File: src/rtl/camera_pick_scheduler_if.sv
// Camera-to-arm bus bundle for camera_pick_scheduler.
// The master side is the scheduler: it consumes parsed camera frames and
// drives jobs toward the arm. The slave side is the environment, meaning the
// frame parser together with the motion controller.
interface camera_pick_scheduler_if;

   // Parsed target frame from the camera UART parser
   logic        cam_valid;
   logic [8:0]  cam_x;
   logic [7:0]  cam_y;
   logic [3:0]  cam_wh;
   logic [3:0]  cam_color;
   logic [11:0] cam_angle;

   // Job handshake toward the motion controller
   logic        arm_req;
   logic [8:0]  arm_x;
   logic [7:0]  arm_y;
   logic [3:0]  arm_wh;
   logic [3:0]  arm_color;
   logic [11:0] arm_angle;
   logic        arm_ack;
   logic        arm_done;

   modport master (
      input  cam_valid, cam_x, cam_y, cam_wh, cam_color, cam_angle,
      input  arm_ack, arm_done,
      output arm_req, arm_x, arm_y, arm_wh, arm_color, arm_angle
   );

   modport slave (
      output cam_valid, cam_x, cam_y, cam_wh, cam_color, cam_angle,
      output arm_ack, arm_done,
      input  arm_req, arm_x, arm_y, arm_wh, arm_color, arm_angle
   );

endinterface

File: src/rtl/camera_pick_scheduler.sv
// camera_pick_scheduler: filters parsed camera targets, buffers them in a
// small FIFO and dispatches them one at a time to the robot arm over a
// req/ack/done handshake. A watchdog limits how long a job may run.
module camera_pick_scheduler #(
   parameter int          FIFO_DEPTH  = 4,
   parameter int unsigned TIMEOUT_CYC = 500_000_000
) (
   input  logic                        Clk,
   input  logic                        rst_n,
   input  logic                        enable_i,
   input  logic                        flush_i,
   camera_pick_scheduler_if.master     bus,
   output logic                        busy_o,
   output logic [$clog2(FIFO_DEPTH):0] fifo_count_o,
   output logic [7:0]                  drop_cnt_o,
   output logic                        timeout_err_o
);

   localparam int PW = $clog2(FIFO_DEPTH);
   localparam int CW = PW + 1;
   localparam int EW = 37;
   localparam int KW = 21;
   localparam logic [CW-1:0] FULL_COUNT = CW'(FIFO_DEPTH);
   localparam logic [31:0]   WD_LAST    = 32'(TIMEOUT_CYC - 1);

   typedef enum logic [1:0] {
      S_IDLE      = 2'd0,
      S_LOAD      = 2'd1,
      S_REQ       = 2'd2,
      S_WAIT_DONE = 2'd3
   } state_e;

   state_e           state_q, state_d;

   logic [EW-1:0]    mem_q [FIFO_DEPTH];
   logic [PW-1:0]    wrPtr_q, wrPtr_d;
   logic [PW-1:0]    rdPtr_q, rdPtr_d;
   logic [CW-1:0]    count_q, count_d;

   logic [KW-1:0]    dupKey_q, dupKey_d;
   logic             dupValid_q, dupValid_d;
   logic [7:0]       dropCnt_q, dropCnt_d;
   logic [31:0]      wd_q, wd_d;

   logic [EW-1:0]    armEntry_q;
   logic             armReq_q;
   logic             busy_q;
   logic             timeoutErr_q;

   logic             camFire;
   logic [KW-1:0]    camKey;
   logic [EW-1:0]    camEntry;
   logic             isInvalid;
   logic             isDup;
   logic             isFull;
   logic             doPush;
   logic             doReject;

   logic             doPop;
   logic             wdClear;
   logic             jobEnd;
   logic             timeoutHit;

   // Frame ingest filter: warehouse 0 is invalid, a repeat of the last pushed
   // target is a duplicate, and a full FIFO rejects even if a pop happens in
   // the same cycle. A flush swallows the frame without counting it as a drop.
   always_comb begin
      camFire   = bus.cam_valid && enable_i;
      camKey    = {bus.cam_x, bus.cam_y, bus.cam_wh};
      camEntry  = {bus.cam_x, bus.cam_y, bus.cam_wh, bus.cam_color, bus.cam_angle};
      isInvalid = (bus.cam_wh == 4'd0);
      isDup     = dupValid_q && (camKey == dupKey_q);
      isFull    = (count_q == FULL_COUNT);
      doPush    = camFire && !flush_i && !isInvalid && !isDup && !isFull;
      doReject  = camFire && !flush_i && (isInvalid || isDup || isFull);
   end

   // Dispatch FSM next-state logic. LOAD re-checks the count because a flush
   // in the IDLE->LOAD cycle may have emptied the FIFO; in that case nothing
   // is popped and the FSM quietly returns to IDLE.
   always_comb begin
      state_d    = state_q;
      doPop      = 1'b0;
      wdClear    = 1'b0;
      jobEnd     = 1'b0;
      timeoutHit = 1'b0;
      case (state_q)
         S_IDLE: begin
            if (enable_i && (count_q != '0)) begin
               state_d = S_LOAD;
            end
         end
         S_LOAD: begin
            if (count_q != '0) begin
               doPop   = 1'b1;
               state_d = S_REQ;
            end else begin
               state_d = S_IDLE;
            end
         end
         S_REQ: begin
            if (bus.arm_ack) begin
               wdClear = 1'b1;
               state_d = S_WAIT_DONE;
            end
         end
         S_WAIT_DONE: begin
            if (bus.arm_done) begin
               jobEnd  = 1'b1;
               state_d = S_IDLE;
            end else if (wd_q == WD_LAST) begin
               jobEnd     = 1'b1;
               timeoutHit = 1'b1;
               state_d    = S_IDLE;
            end
         end
         default: begin
            state_d = S_IDLE;
         end
      endcase
   end

   // FIFO pointer and occupancy update; flush wins over any push or pop.
   always_comb begin
      wrPtr_d = wrPtr_q;
      rdPtr_d = rdPtr_q;
      count_d = count_q;
      if (flush_i) begin
         wrPtr_d = '0;
         rdPtr_d = '0;
         count_d = '0;
      end else begin
         if (doPush) begin
            wrPtr_d = wrPtr_q + PW'(1);
         end
         if (doPop) begin
            rdPtr_d = rdPtr_q + PW'(1);
         end
         count_d = count_q + CW'(doPush) - CW'(doPop);
      end
   end

   // Duplicate register, drop counter and watchdog next-state. A push in the
   // same cycle as a job completion keeps the new target as the duplicate key,
   // since it is now the most recently pushed entry.
   always_comb begin
      dupKey_d   = dupKey_q;
      dupValid_d = dupValid_q;
      dropCnt_d  = dropCnt_q;
      wd_d       = wd_q;
      if (flush_i) begin
         dupValid_d = 1'b0;
      end else if (doPush) begin
         dupKey_d   = camKey;
         dupValid_d = 1'b1;
      end else if (jobEnd) begin
         dupValid_d = 1'b0;
      end
      if (doReject && (dropCnt_q != 8'hFF)) begin
         dropCnt_d = dropCnt_q + 8'd1;
      end
      if (wdClear) begin
         wd_d = '0;
      end else if ((state_q == S_WAIT_DONE) && !jobEnd) begin
         wd_d = wd_q + 32'd1;
      end
   end

   // Control and status registers; all outputs come straight from flops.
   always_ff @(posedge Clk or negedge rst_n) begin
      if (!rst_n) begin
         state_q      <= S_IDLE;
         wrPtr_q      <= '0;
         rdPtr_q      <= '0;
         count_q      <= '0;
         dupKey_q     <= '0;
         dupValid_q   <= 1'b0;
         dropCnt_q    <= '0;
         wd_q         <= '0;
         armReq_q     <= 1'b0;
         busy_q       <= 1'b0;
         timeoutErr_q <= 1'b0;
      end else begin
         state_q      <= state_d;
         wrPtr_q      <= wrPtr_d;
         rdPtr_q      <= rdPtr_d;
         count_q      <= count_d;
         dupKey_q     <= dupKey_d;
         dupValid_q   <= dupValid_d;
         dropCnt_q    <= dropCnt_d;
         wd_q         <= wd_d;
         armReq_q     <= (state_d == S_REQ);
         busy_q       <= (state_d != S_IDLE);
         timeoutErr_q <= timeoutHit;
      end
   end

   // Job field register, loaded from the FIFO head in LOAD and held stable
   // through REQ and WAIT_DONE.
   always_ff @(posedge Clk or negedge rst_n) begin
      if (!rst_n) begin
         armEntry_q <= '0;
      end else if (doPop) begin
         armEntry_q <= mem_q[rdPtr_q];
      end
   end

   // Target storage; contents are only meaningful behind the count, so no reset.
   always_ff @(posedge Clk) begin
      if (doPush) begin
         mem_q[wrPtr_q] <= camEntry;
      end
   end

   assign bus.arm_req   = armReq_q;
   assign bus.arm_x     = armEntry_q[36:28];
   assign bus.arm_y     = armEntry_q[27:20];
   assign bus.arm_wh    = armEntry_q[19:16];
   assign bus.arm_color = armEntry_q[15:12];
   assign bus.arm_angle = armEntry_q[11:0];

   assign busy_o        = busy_q;
   assign fifo_count_o  = count_q;
   assign drop_cnt_o    = dropCnt_q;
   assign timeout_err_o = timeoutErr_q;

endmodule

File: src/flat_wrapper.sv
// flat-port wrapper written by rule: the top's interface ports become plain ports
module camera_pick_scheduler_flat 
#(
   parameter int          FIFO_DEPTH  = 4,
   parameter int unsigned TIMEOUT_CYC = 500_000_000
)
  (Clk, rst_n, enable_i, flush_i, busy_o, fifo_count_o, drop_cnt_o, timeout_err_o, bus_cam_valid, bus_cam_x, bus_cam_y, bus_cam_wh, bus_cam_color, bus_cam_angle, bus_arm_ack, bus_arm_done, bus_arm_req, bus_arm_x, bus_arm_y, bus_arm_wh, bus_arm_color, bus_arm_angle);
  camera_pick_scheduler_if bus_i ();
  input  logic Clk;
  input  logic rst_n;
  input  logic enable_i;
  input  logic flush_i;
  output logic busy_o;
  output logic [$clog2(FIFO_DEPTH):0] fifo_count_o;
  output logic [7:0] drop_cnt_o;
  output logic timeout_err_o;
  input wire logic [$bits(bus_i.cam_valid)-1:0] bus_cam_valid;
  input wire logic [$bits(bus_i.cam_x)-1:0] bus_cam_x;
  input wire logic [$bits(bus_i.cam_y)-1:0] bus_cam_y;
  input wire logic [$bits(bus_i.cam_wh)-1:0] bus_cam_wh;
  input wire logic [$bits(bus_i.cam_color)-1:0] bus_cam_color;
  input wire logic [$bits(bus_i.cam_angle)-1:0] bus_cam_angle;
  input wire logic [$bits(bus_i.arm_ack)-1:0] bus_arm_ack;
  input wire logic [$bits(bus_i.arm_done)-1:0] bus_arm_done;
  output wire logic [$bits(bus_i.arm_req)-1:0] bus_arm_req;
  output wire logic [$bits(bus_i.arm_x)-1:0] bus_arm_x;
  output wire logic [$bits(bus_i.arm_y)-1:0] bus_arm_y;
  output wire logic [$bits(bus_i.arm_wh)-1:0] bus_arm_wh;
  output wire logic [$bits(bus_i.arm_color)-1:0] bus_arm_color;
  output wire logic [$bits(bus_i.arm_angle)-1:0] bus_arm_angle;
  assign bus_i.cam_valid = bus_cam_valid;
  assign bus_i.cam_x = bus_cam_x;
  assign bus_i.cam_y = bus_cam_y;
  assign bus_i.cam_wh = bus_cam_wh;
  assign bus_i.cam_color = bus_cam_color;
  assign bus_i.cam_angle = bus_cam_angle;
  assign bus_i.arm_ack = bus_arm_ack;
  assign bus_i.arm_done = bus_arm_done;
  assign bus_arm_req = bus_i.arm_req;
  assign bus_arm_x = bus_i.arm_x;
  assign bus_arm_y = bus_i.arm_y;
  assign bus_arm_wh = bus_i.arm_wh;
  assign bus_arm_color = bus_i.arm_color;
  assign bus_arm_angle = bus_i.arm_angle;
  camera_pick_scheduler #(.FIFO_DEPTH(FIFO_DEPTH), .TIMEOUT_CYC(TIMEOUT_CYC)) u_core (.Clk(Clk), .rst_n(rst_n), .enable_i(enable_i), .flush_i(flush_i), .bus(bus_i), .busy_o(busy_o), .fifo_count_o(fifo_count_o), .drop_cnt_o(drop_cnt_o), .timeout_err_o(timeout_err_o));
endmodule
File: config.mk
export PLATFORM = sky130hd
export DESIGN_NAME = camera_pick_scheduler_flat
export DESIGN_NICKNAME = d
export VERILOG_FILES = /design/src/rtl/camera_pick_scheduler_if.sv /design/src/rtl/camera_pick_scheduler.sv /design/src/flat_wrapper.sv
export SDC_FILE = /design/constraint.sdc
export NUM_CORES = 1
export LEC_CHECK = 0
export ABC_CLOCK_PERIOD_IN_PS = 8650
export CAP_MARGIN = 25
export CORE_MARGIN = 1
export CORE_UTILIZATION = 58
export DETAILED_ROUTE_END_ITERATION = 12
export PLACE_DENSITY = 0.8
export SLEW_MARGIN = 25
export SYNTH_ARGS = -nofsm -noshare
export SYNTH_HDL_FRONTEND = slang
export SYNTH_SLANG_ARGS = --single-unit
File: constraint.sdc
create_clock -name Clk -period 8.65 [get_ports Clk]
set_input_delay 0.865 -clock Clk [delete_from_list [all_inputs] [get_ports Clk]]
set_output_delay 0.865 -clock Clk [all_outputs]
set_load 0.01 [all_outputs]
==> results of run 1 <==
-- cells in the mapped netlist, types with 4 or more instances --
library cell,number,area (µm²)
a21oi_1,9,45.0
and3_1,5,31.3
and4_1,4,35.0
buf_1,6,22.5
clkbuf_1,16,60.1
dfrtp_1,111,2780
edfxtp_1,148,4440
ha_1,8,100
inv_1,18,67.6
mux2_2,24,270
mux2i_1,5,50.1
mux4_2,37,833
nand2_1,141,529
nand2b_1,7,43.8
nand3_1,13,65.1
nand4_1,13,81.3
nor2_1,35,131
nor3_1,9,45.0
nor4_1,11,68.8
o211ai_1,5,37.5
o21ai_0,8,40.0
o21ai_1,4,20.0
or3_1,9,56.3
or4_1,8,60.1
xnor2_1,8,70.1
xor2_1,36,315
-- cell type report --
cell class | instances | area (µm²)
Clock buffer | 31 | 699
Clock inverter | 17 | 176
Fill cell | 1087 | 4870
Inverter | 18 | 67.6
Multi-Input combinational cell | 419 | 3130
Sequential cell | 259 | 7220
Tap cell | 225 | 282
Timing Repair Buffer | 102 | 1080
-- sequential cells by signal (all words and copies together), names as in the netlist --
register and flops:
u_core.armEntry_q 37, u_core.dupValid_q 1, u_core.timeout_err_o 1, u_core.rdPtr_q 2, u_core.bus.arm_req 1, u_core.wrPtr_q 2
u_core.wd_q 32, u_core.state_q 2, u_core.mem_q 148, u_core.dupKey_q 21, u_core.drop_cnt_o 8, u_core.fifo_count_o 3
u_core.busy_o 1
-- per-layer routing --
metal | wire length [µm] | up-vias | part of all wire
met2 | 11500 | 242 | 0.52
met4 | 335 | 2 | 0.015
li1 | - | 2837 | -
met1 | 9040 | 3259 | 0.41
met5 | 11 | - | 0.00049
met3 | 1380 | 39 | 0.062
-- metrics by stage --
stage / total power, mW / instances
6_report: 3.26 / 1071
5_1_grt: 3.39 / 1071
4_1_cts: 3.28 / 1071
3_5_place_dp: 2.15 / 1023
3_3_place_gp: 2.11 / 1019
2_1_floorplan: 1.85 / 723
-- worst max-delay path, cell delays in order --
cell	delay (ns)
clkdlybuf4s50_1	0.52
xor2_1	0.21
nor4_1	0.44
nand4_1	0.20
o21a_1	0.35
nand2b_2	0.69
inv_1	0.10
ha_1	0.21
inv_1	0.06
fa_1	0.17
xor2_1	0.17
xnor2_1	0.13
nor2_1	0.06
-- where the power goes --
part | internal, mW | switching (mW)
Clock | 0.669 | 0.461
Combinational | 0.304 | 0.264
Sequential | 1.46 | 0.104
Total | 2.43 | 0.829
-- kinds of logic (layout without fill, tap and decap cells) --
family | after synthesis | in the layout | share of synthesized area
simple gates | 272 | 272 | 0.122
flops | 259 | 259 | 0.686
mux | 66 | 66 | 0.110
buf+inv | 45 | 168 | 0.0194
xor+xnor | 44 | 44 | 0.0366
compound gates | 28 | 28 | 0.0150
fa+ha+maj | 9 | 9 | 0.0114
-- path summary, 6_finish.rpt --
kind,from,endpoint,cells after the start
worst min register to register,u_core.armEntry_q[5],u_core.armEntry_q[5],2
worst max-delay path,bus_cam_x[5],u_core.fifo_count_o[2],13
max in group asynchronous,rst_n,u_core.rdPtr_q[0],2
worst min-delay path,rst_n,u_core.armEntry_q[9],1
worst max register to register,u_core.dupKey_q[17],u_core.fifo_count_o[2],12
min in group Clk,u_core.armEntry_q[5],u_core.armEntry_q[5],2
==> impl_metrics.csv, run 1 <==
group,metric,value,unit
finish,n_antenna_cell,0,
finish,number_of_nets_in_the_layout,879,
sta,max-slew-margin-rel,0.298,
logic_synthesis,synthDistinctLibCells,42,
placed_design,finalWeightedCongestion,0.785,
routing,ratio_of_routed_vias_to_standard_cells,5.96,
sta,rsz_0062_raised_after_global_routing,"no",
clocking,cts_buffers,26,
worst_setup_path,worstPathMaxFanout,29,
sta,final.min_clock_period,3.79,ns
global_route,grt_use_met3,0.0444,
routing,wirelength,22300,µm
logic_synthesis,synthesis.area,10500,µm²
floorplan,die_height,137,µm
global_route,number_of_global_route_vias_before_repair,6588,
global_route,gr-total-overflow,0,
clocking,cts_tree,"yes",
worst_setup_path,crit_type,"in2reg",
logic_synthesis,avgSynthCellArea,14.6,µm²
sta,period_utilisation_layout,0.438,
global_route,maximum_number_of_pins_on_one_net_before_global_route_repair,64,
clocking,cts_root_buffer,"clkbuf_16",
routing,route.detailed.wl_per_inst,20.8,µm
routing,number_of_nets_still_failing_antenna_checks_after_routing,0,
power_and_ir_drop,static-leakage-power,4.86,nW
routing,detail_route.iter0.violations,561,
placed_design,io_buffers,94,
sta,setup_slack,4.86,ns
worst_setup_path,critical_path.startpoint_type,"input pin",
routing,num_vias,6379,
floorplan,floorplan.rows,48,
logic_synthesis,synthesis.instances,723,
global_route,number_of_antenna_violations_at_the_first_check_in_global_routing,1,
logic_synthesis,synth_edf_count,148,
sta,total_setup_violations_reported_at_the_end_of_the_flow,0,
finish,layout-area-overhead-vs-synth,20.3,%
power_and_ir_drop,vdd_drop_max,201,µV
routing,tritonroute_pass_1_iters,5,
finish,final_design_area_no_fill,12700,µm²
clocking,insertion_delay,0.53,ns
clocking,clkSlewWorstSetupHoldPaths,0.06,ns
logic_synthesis,synth_async_sr_flop_share,0.429,
sta,worst_slew_pin_slew,1.05,ns
sta,finalSetupTns,0,ns
logic_synthesis,synth-seq-cells,259,
finish,mostFrequentLayoutCells,"edfxtp_1 (148), nand2_1 (141), dfrtp_1 (109)",
run_status,status,"completed",
global_route,grt_use_met2,0.447,
sta,worst_hold_slack,0.369,ns
sta,timing.final.hold_violations,0,
clocking,h-tree-depth,1,
worst_setup_path,cp_data_arrival_time,4.19,ns
logic_synthesis,synthesis.yosys.warnings,0,
floorplan,die_area,18700,µm²
floorplan,effective_utilization_at_floorplan,0.600,
hold_path,hp-class,"in2async",
clocking,post_cts_resized,0,
flow_run,maxCapViolations,0,
placed_design,post_place_setup_slack,4.35,ns
clocking,cts.sink_count,259,
placed_design,detailed_place.area,11800,µm²
logic_synthesis,synth-seq-area-share,0.686,
sta,maxClockFrequency,264,MHz
finish,post-route-util,0.722,
floorplan,core_area,17500,µm²
logic_synthesis,mappedNetlistNets,776,
placed_design,dpl.hpwl,13800,µm
finish,drive_above_1_share,0.149,
global_route,grt_first_pass_wirelength,35300,µm
floorplan,die_width,137,µm
power_and_ir_drop,cellPowerDensity,257,nW/µm²
routing,detail_route.drc_violations,0,
clocking,post-cts-setup-buffers,0,
clocking,post_cts_hold_buffer_count,0,
finish,layout.cells.most_common,"edfxtp_1",
global_route,globalRouteMet1Util,0.326,
logic_synthesis,synthFlopType,"edfxtp_1",
worst_setup_path,required,9.05,ns
sta,maxSlewViolCount,0,
worst_setup_path,timing.reg2reg.setup_slack,5.36,ns
sta,finClkSkew,0.0153,ns
global_route,track_usage,0.253,
clocking,max_clock_buf_depth,3,
global_route,grt_most_used_layer,"met2",
floorplan,ioPinCount,95,
worst_setup_path,setup.worst_path.end_class,"flop",
Note: power is estimated with default switching activity, not from simulation.
==> run 2: changes to the inputs <==
Settings changed: ABC_CLOCK_PERIOD_IN_PS 8650 to 3400, CORE_UTILIZATION 58 to 52, PLACE_DENSITY 0.8 to 0.76.
Clock period 8.65 ns to 3.4 ns, I/O delays scaled along.
==> run 2 against run 1 <==
Compared with the run above:
- non-clock buffer count is 9 higher
- clock skew hardly changed
- clock-buffer cell count is 9 higher
- clock power rose to 2.7 times the previous value
- critical endpoint is now u_core.wd_q[31]
==> impl_metrics.csv, run 2 (same netlist as run 1, synthesis figures left out) <==
group,metric,value,unit
power_and_ir_drop,power.share.combinational,0.173,
clocking,cts_buffers,27,
power_and_ir_drop,pwr-share-clk,0.357,
finish,regMostFlops,"u_core.mem_q",
hold_path,hp-class,"in2async",
worst_setup_path,number_of_cells_traversed_by_the_worst_register_to_register_path,6,
flow_run,maxCapViolations,0,
power_and_ir_drop,cellPowerDensity,658,nW/µm²
power_and_ir_drop,cell_internal_pwr,6.28,mW
global_route,maximum_number_of_pins_on_one_net_before_global_route_repair,81,
power_and_ir_drop,p_seq_frac,0.470,
global_route,number_of_antenna_violations_at_the_first_check_in_global_routing,2,
clocking,post_cts_resized,0,
global_route,gr-total-overflow,0,
sta,finClkSkew,0.0158,ns
routing,detail_route.iter0.violations,458,
run_status,status,"completed",
sta,period_utilisation_layout,0.822,
worst_setup_path,timing.reg2reg.setup_slack,0.61,ns
routing,route.detailed.wl_per_inst,19.8,µm
floorplan,die_area,20800,µm²
clocking,post-cts-setup-buffers,0,
power_and_ir_drop,vdd_drop_max,454,µV
finish,number_of_flip_flops_under_the_largest_register_name,148,
worst_setup_path,setup.worst_path.end_class,"flop",
sta,total_setup_violations_reported_at_the_end_of_the_flow,0,
routing,tritonroute_pass_1_iters,5,
floorplan,effective_utilization_at_floorplan,0.536,
power_and_ir_drop,switching_power,2.15,mW
clocking,cts_tree,"yes",
placed_design,placed_cells_incl_taps,1071,
finish,number_of_nets_in_the_layout,889,
power_and_ir_drop,static-leakage-power,4.91,nW
floorplan,die_width,144,µm
worst_setup_path,worstPathMaxFanout,20,
worst_setup_path,required,3.81,ns
worst_setup_path,critical-path-max-stage-delay,0.54,ns
sta,final.min_clock_period,2.79,ns
worst_setup_path,critical_path.startpoint_type,"flop",
clocking,cts_root_buffer,"clkbuf_16",
placed_design,dpl.hpwl,14200,µm
floorplan,ioPinCount,95,
power_and_ir_drop,power,8.43,mW
worst_setup_path,timing.rr.end,"u_core.wd_q[31]",
clocking,h-tree-depth,1,
global_route,number_of_global_route_vias_before_repair,6589,
finish,mostFrequentLayoutCells,"edfxtp_1 (148), nand2_1 (141), dfrtp_1 (109)",
finish,final_design_area_no_fill,12800,µm²
routing,ratio_of_routed_vias_to_standard_cells,5.61,
sta,setup_slack,0.606,ns
sta,maxClockFrequency,358,MHz
sta,rsz_0062_raised_after_global_routing,"no",
routing,detail_route.drc_violations,0,
sta,worst_hold_slack,0.421,ns
routing,wirelength,22200,µm
sta,finalSetupTns,0,ns
sta,worst_slew_pin_slew,0.987,ns
worst_setup_path,crit_type,"reg2reg",
finish,post-route-util,0.652,
clocking,cts.sink_count,259,
finish,top_regs,"u_core.mem_q x148, u_core.armEntry_q x37, u_core.wd_q x32",
sta,timing.final.hold_violations,0,
finish,fill_cells,1430,
global_route,track_usage,0.226,
finish,layout-area-overhead-vs-synth,21.7,%
routing,number_of_nets_still_failing_antenna_checks_after_routing,0,
clocking,clkSlewWorstSetupHoldPaths,0.06,ns
worst_setup_path,launching_point_of_the_worst_reg2reg_path,"u_core.wd_q[10]",
sta,maxSlewViolCount,0,
finish,drive_above_1_share,0.153,
power_and_ir_drop,p_sw_frac,0.255,
clocking,insertion_delay,0.55,ns
routing,num_vias,6298,
clocking,max_clock_buf_depth,3,
sta,max-slew-margin-rel,0.342,
floorplan,core_area,19700,µm²
worst_setup_path,crit_chain,"or4bb_1 > or4_1 > or3_1 > nand3_2 > nor4_1 > mux2i_1",
worst_setup_path,worst_path_max_delay_cell,"or4_1",
global_route,grt_first_pass_wirelength,35300,µm
placed_design,io_buffers,94,
floorplan,die_height,144,µm
placed_design,post_place_setup_slack,0.155,ns
placed_design,finalWeightedCongestion,0.824,
placed_design,detailed_place.area,11900,µm²
finish,layout.cells.most_common,"edfxtp_1",
floorplan,floorplan.rows,51,
worst_setup_path,cp_data_arrival_time,3.20,ns
finish,n_antenna_cell,0,
finish,final_cell_count_no_fill,1122,
## run 2: cell types whose count changed in the layout (fill, tap and decap cells not counted), moves of 3 or more
cell,before,now
clkbuf_1,2,9
clkinv_1,3,0
buf_4,5,12
clkinv_2,7,3
## run 2: how the worst max path moves through the flow
| stage | start | slack [ns] | to |
|---|---|---|---|
| after floorplan | u_core.fifo_count_o[1] | -0.09 | u_core.mem_q[0][0] |
| after global placement | bus_cam_x[6] | 0.26 | u_core.fifo_count_o[2] |
| after detailed placement | bus_cam_x[6] | 0.15 | u_core.fifo_count_o[2] |
| after CTS | u_core.wd_q[10] | 0.64 | u_core.wd_q[31] |
| after global routing | u_core.wd_q[14] | 0.52 | u_core.wd_q[31] |
| final | u_core.wd_q[10] | 0.61 | u_core.wd_q[31] |
## run 2: layout make-up
cell class	count	area, µm²	area share
flip-flops and latches	259	7220	0.564
clock buffers	40	764	0.0597
well taps	265	332	0.0259
repair buffers	111	1140	0.0893
clock inverters	10	149	0.0116
inverters	18	67.6	0.00527
multi-input cells	419	3130	0.244
## run 2: worst max-delay path, delay by kind of cell (launching register included)
family / cells / cell delay, ns
DFF: 1 / 0.45
muxes: 1 / 0.14
and+or+nand+nor: 5 / 2.06
## run 2: what timing repair did
action                     4_1_cts  5_1_grt
setup endpoints to repair        0        0
hold buffers                     0        1
hold endpoints to repair         0       78
## run 2: power by group through the flow
stage	Clock, mW	Combinational (mW)	Sequential, mW
after floorplan	0	0.645	4.06
after global placement	0	1.41	4.00
after detailed placement	0	1.47	4.02
after CTS	3.05	1.48	3.97
after global routing	3.18	1.60	4.01
final	3.01	1.46	3.96
## run 2: per-layer routing
metal	up-vias	wire length, µm	GRT usage
met2	190	11400	0.390
met1	3221	9200	0.293
li1	2855	-	-
met3	30	1270	0.0368
met4	2	402	0.0737
met5	-	9	0
==> run 3: changes to the inputs <==
Settings changed: ABC_CLOCK_PERIOD_IN_PS 3400 to 2500.
Clock period 3.4 ns to 2.5 ns, I/O delays scaled along.
==> run 3 against run 2 <==
Compared with the run above:
- cell count rose by 4.5%
- clock-buffer cell count rose by 2
- fmax rose by 12%
- worst setup slack got worse by 0.60 ns
- routed wire length rose by 0.33%
- clock skew rose by 0.0055 ns
- non-clock buffer count rose by 49
- combinational power rose by 43%
- hold slack got worse by 0.23 ns
- via count rose by 2.7%
- first-iteration DRC count fell by 11%
- flip-flop and latch count did not move
- critical endpoint is now u_core.wd_q[12]
==> impl_metrics.csv, run 3 (same netlist as run 1, synthesis figures left out) <==
group,metric,value,unit
worst_setup_path,required,2.92,ns
routing,tritonroute_pass_1_iters,4,
finish,regMostFlops,"u_core.mem_q",
worst_setup_path,cp-endpoint,"u_core.wd_q[12]",
finish,top_regs,"u_core.mem_q x148, u_core.armEntry_q x37, u_core.wd_q x32",
floorplan,floorplan.rows,51,
worst_setup_path,worstPathMaxFanout,6,
routing,number_of_nets_still_failing_antenna_checks_after_routing,0,
worst_setup_path,startpoint,"u_core.wd_q[17]",
sta,finClkSkew,0.0212,ns
flow_run,maxCapViolations,0,
routing,detail_route.iter0.violations,406,
global_route,number_of_antenna_violations_at_the_first_check_in_global_routing,1,
sta,rsz_0062_raised_after_global_routing,"yes",
sta,maxSlewViolCount,0,
power_and_ir_drop,cellPowerDensity,853,nW/µm²
finish,layout.cells.most_common,"edfxtp_1",
routing,route.detailed.wl_per_inst,19.0,µm
clocking,cts_buffers,27,
placed_design,finalWeightedCongestion,0.795,
sta,max-slew-margin-rel,0.571,
worst_setup_path,number_of_cells_traversed_by_the_worst_register_to_register_path,7,
hold_path,hp-class,"in2async",
finish,final_cell_count_no_fill,1172,
placed_design,dpl.hpwl,14700,µm
global_route,grt_first_pass_wirelength,35700,µm
sta,maxClockFrequency,401,MHz
clocking,max_clock_buf_depth,3,
clocking,h-tree-depth,1,
clocking,cts.sink_count,259,
floorplan,core_area,19700,µm²
worst_setup_path,setup.worst_path.end_class,"flop",
power_and_ir_drop,vdd_drop_max,688,µV
clocking,post-cts-setup-buffers,0,
routing,detail_route.drc_violations,0,
global_route,maximum_number_of_pins_on_one_net_before_global_route_repair,50,
global_route,number_of_global_route_vias_before_repair,6850,
placed_design,placed_cells_incl_taps,1120,
floorplan,effective_utilization_at_floorplan,0.536,
routing,ratio_of_routed_vias_to_standard_cells,5.52,
sta,total_setup_violations_reported_at_the_end_of_the_flow,0,
floorplan,ioPinCount,95,
clocking,cts_tree,"yes",
worst_setup_path,timing.rr.end,"u_core.wd_q[12]",
finish,layout-area-overhead-vs-synth,25.4,%
worst_setup_path,crit_type,"reg2reg",
worst_setup_path,launching_point_of_the_worst_reg2reg_path,"u_core.wd_q[17]",
clocking,cts_root_buffer,"clkbuf_16",
sta,timing.final.hold_violations,0,
run_status,status,"completed",
floorplan,die_width,144,µm
finish,mostFrequentLayoutCells,"edfxtp_1 (148), nand2_1 (140), dfrtp_1 (109)",
clocking,insertion_delay,0.55,ns
sta,worst_hold_slack,0.187,ns
floorplan,die_height,144,µm
power_and_ir_drop,static-leakage-power,5.14,nW
sta,period_utilisation_layout,0.998,
clocking,clkSlewWorstSetupHoldPaths,0.06,ns
placed_design,io_buffers,94,
sta,worst_slew_pin_slew,0.643,ns
finish,number_of_flip_flops_under_the_largest_register_name,148,
global_route,track_usage,0.228,
finish,number_of_nets_in_the_layout,938,
worst_setup_path,critical_path.startpoint_type,"flop",
routing,wirelength,22300,µm
sta,final.min_clock_period,2.50,ns
finish,drive_above_1_share,0.205,
floorplan,die_area,20800,µm²
routing,num_vias,6471,
worst_setup_path,timing.reg2reg.setup_slack,0.005,ns
global_route,gr-total-overflow,0,
worst_setup_path,cp_data_arrival_time,2.91,ns
==> run 3: changes by cell type in the layout (fill, tap and decap cells not counted), sizes merged <==
cell	delta
diode	+1
bufinv	-3
clkinv	+1
buf	+49
clkbuf	+2
==> run 3: what timing repair did <==
action                                  in CTS  in global routing
endpoints found under the setup margin      20                 12
pin swaps                                    3                  6
hold buffers                                 1                  0
resized for setup                            5                  5
endpoints found under the hold margin       33                  0
==> run 3: worst max-delay path: stages (launching register included) <==
cell	delay, ns
dfrtp_1	0.38
or4bb_1	0.52
or4_4	0.57
or3_4	0.42
buf_4	0.16
nand4_1	0.10
xor2_1	0.17
nor2_1	0.06
==> run 3: layout make-up <==
cell class	count	area, µm²
antenna	1	2.50
multi-input combinational	419	3180
fill	1382	6460
tap	265	332
clock buffer	42	792
timing repair buffer	160	1540
inverter	18	67.6
sequential	259	7220
clock inverter	8	57.6
==> run 3: routing by layer <==
layer,vias up,track usage,share of wire
li1,2967,-,-
met1,3256,0.291,0.41
met2,192,0.389,0.51
met3,56,0.0381,0.051
met4,0,0.0898,0.032
met5,-,0,0
==> run 3: worst min-delay path by stage <==
stage,startpoint,end,slack (ns),cells past startpoint
4_1_cts,rst_n,u_core.armEntry_q[8],0.20,2
2_1_floorplan,rst_n,u_core.armEntry_q[0],-0.05,0
5_1_grt,rst_n,u_core.armEntry_q[8],0.25,2
6_report,rst_n,u_core.armEntry_q[13],0.19,2
3_3_place_gp,rst_n,u_core.armEntry_q[13],0.23,1
3_5_place_dp,rst_n,u_core.armEntry_q[8],0.25,1
==> run 3: power by group <==
part	switching, mW	total (mW)	internal [mW]
clock	1.61	3.79	2.18
combinational	0.977	2.09	1.12
sequential	0.327	5.37	5.04
total	2.91	11.3	8.34
==> run 3: per-stage QoR <==
stage / setup TNS (ns) / area, µm² / setup WS, ns / utilization / total power, mW
final: 0 / 13200 / 0.00485 / 0.671 / 11.3
after global routing: -0.107 / 13200 / -0.0240 / 0.671 / 11.7
after CTS: 0 / 13200 / 0.00701 / 0.670 / 11.3
after detailed placement: -35.79 / 12300 / -0.331 / 0.625 / 7.53
after global placement: -28.56 / 12300 / -0.284 / 0.625 / 7.41
after floorplan: -26.11 / 10600 / -0.235 / - / 6.40
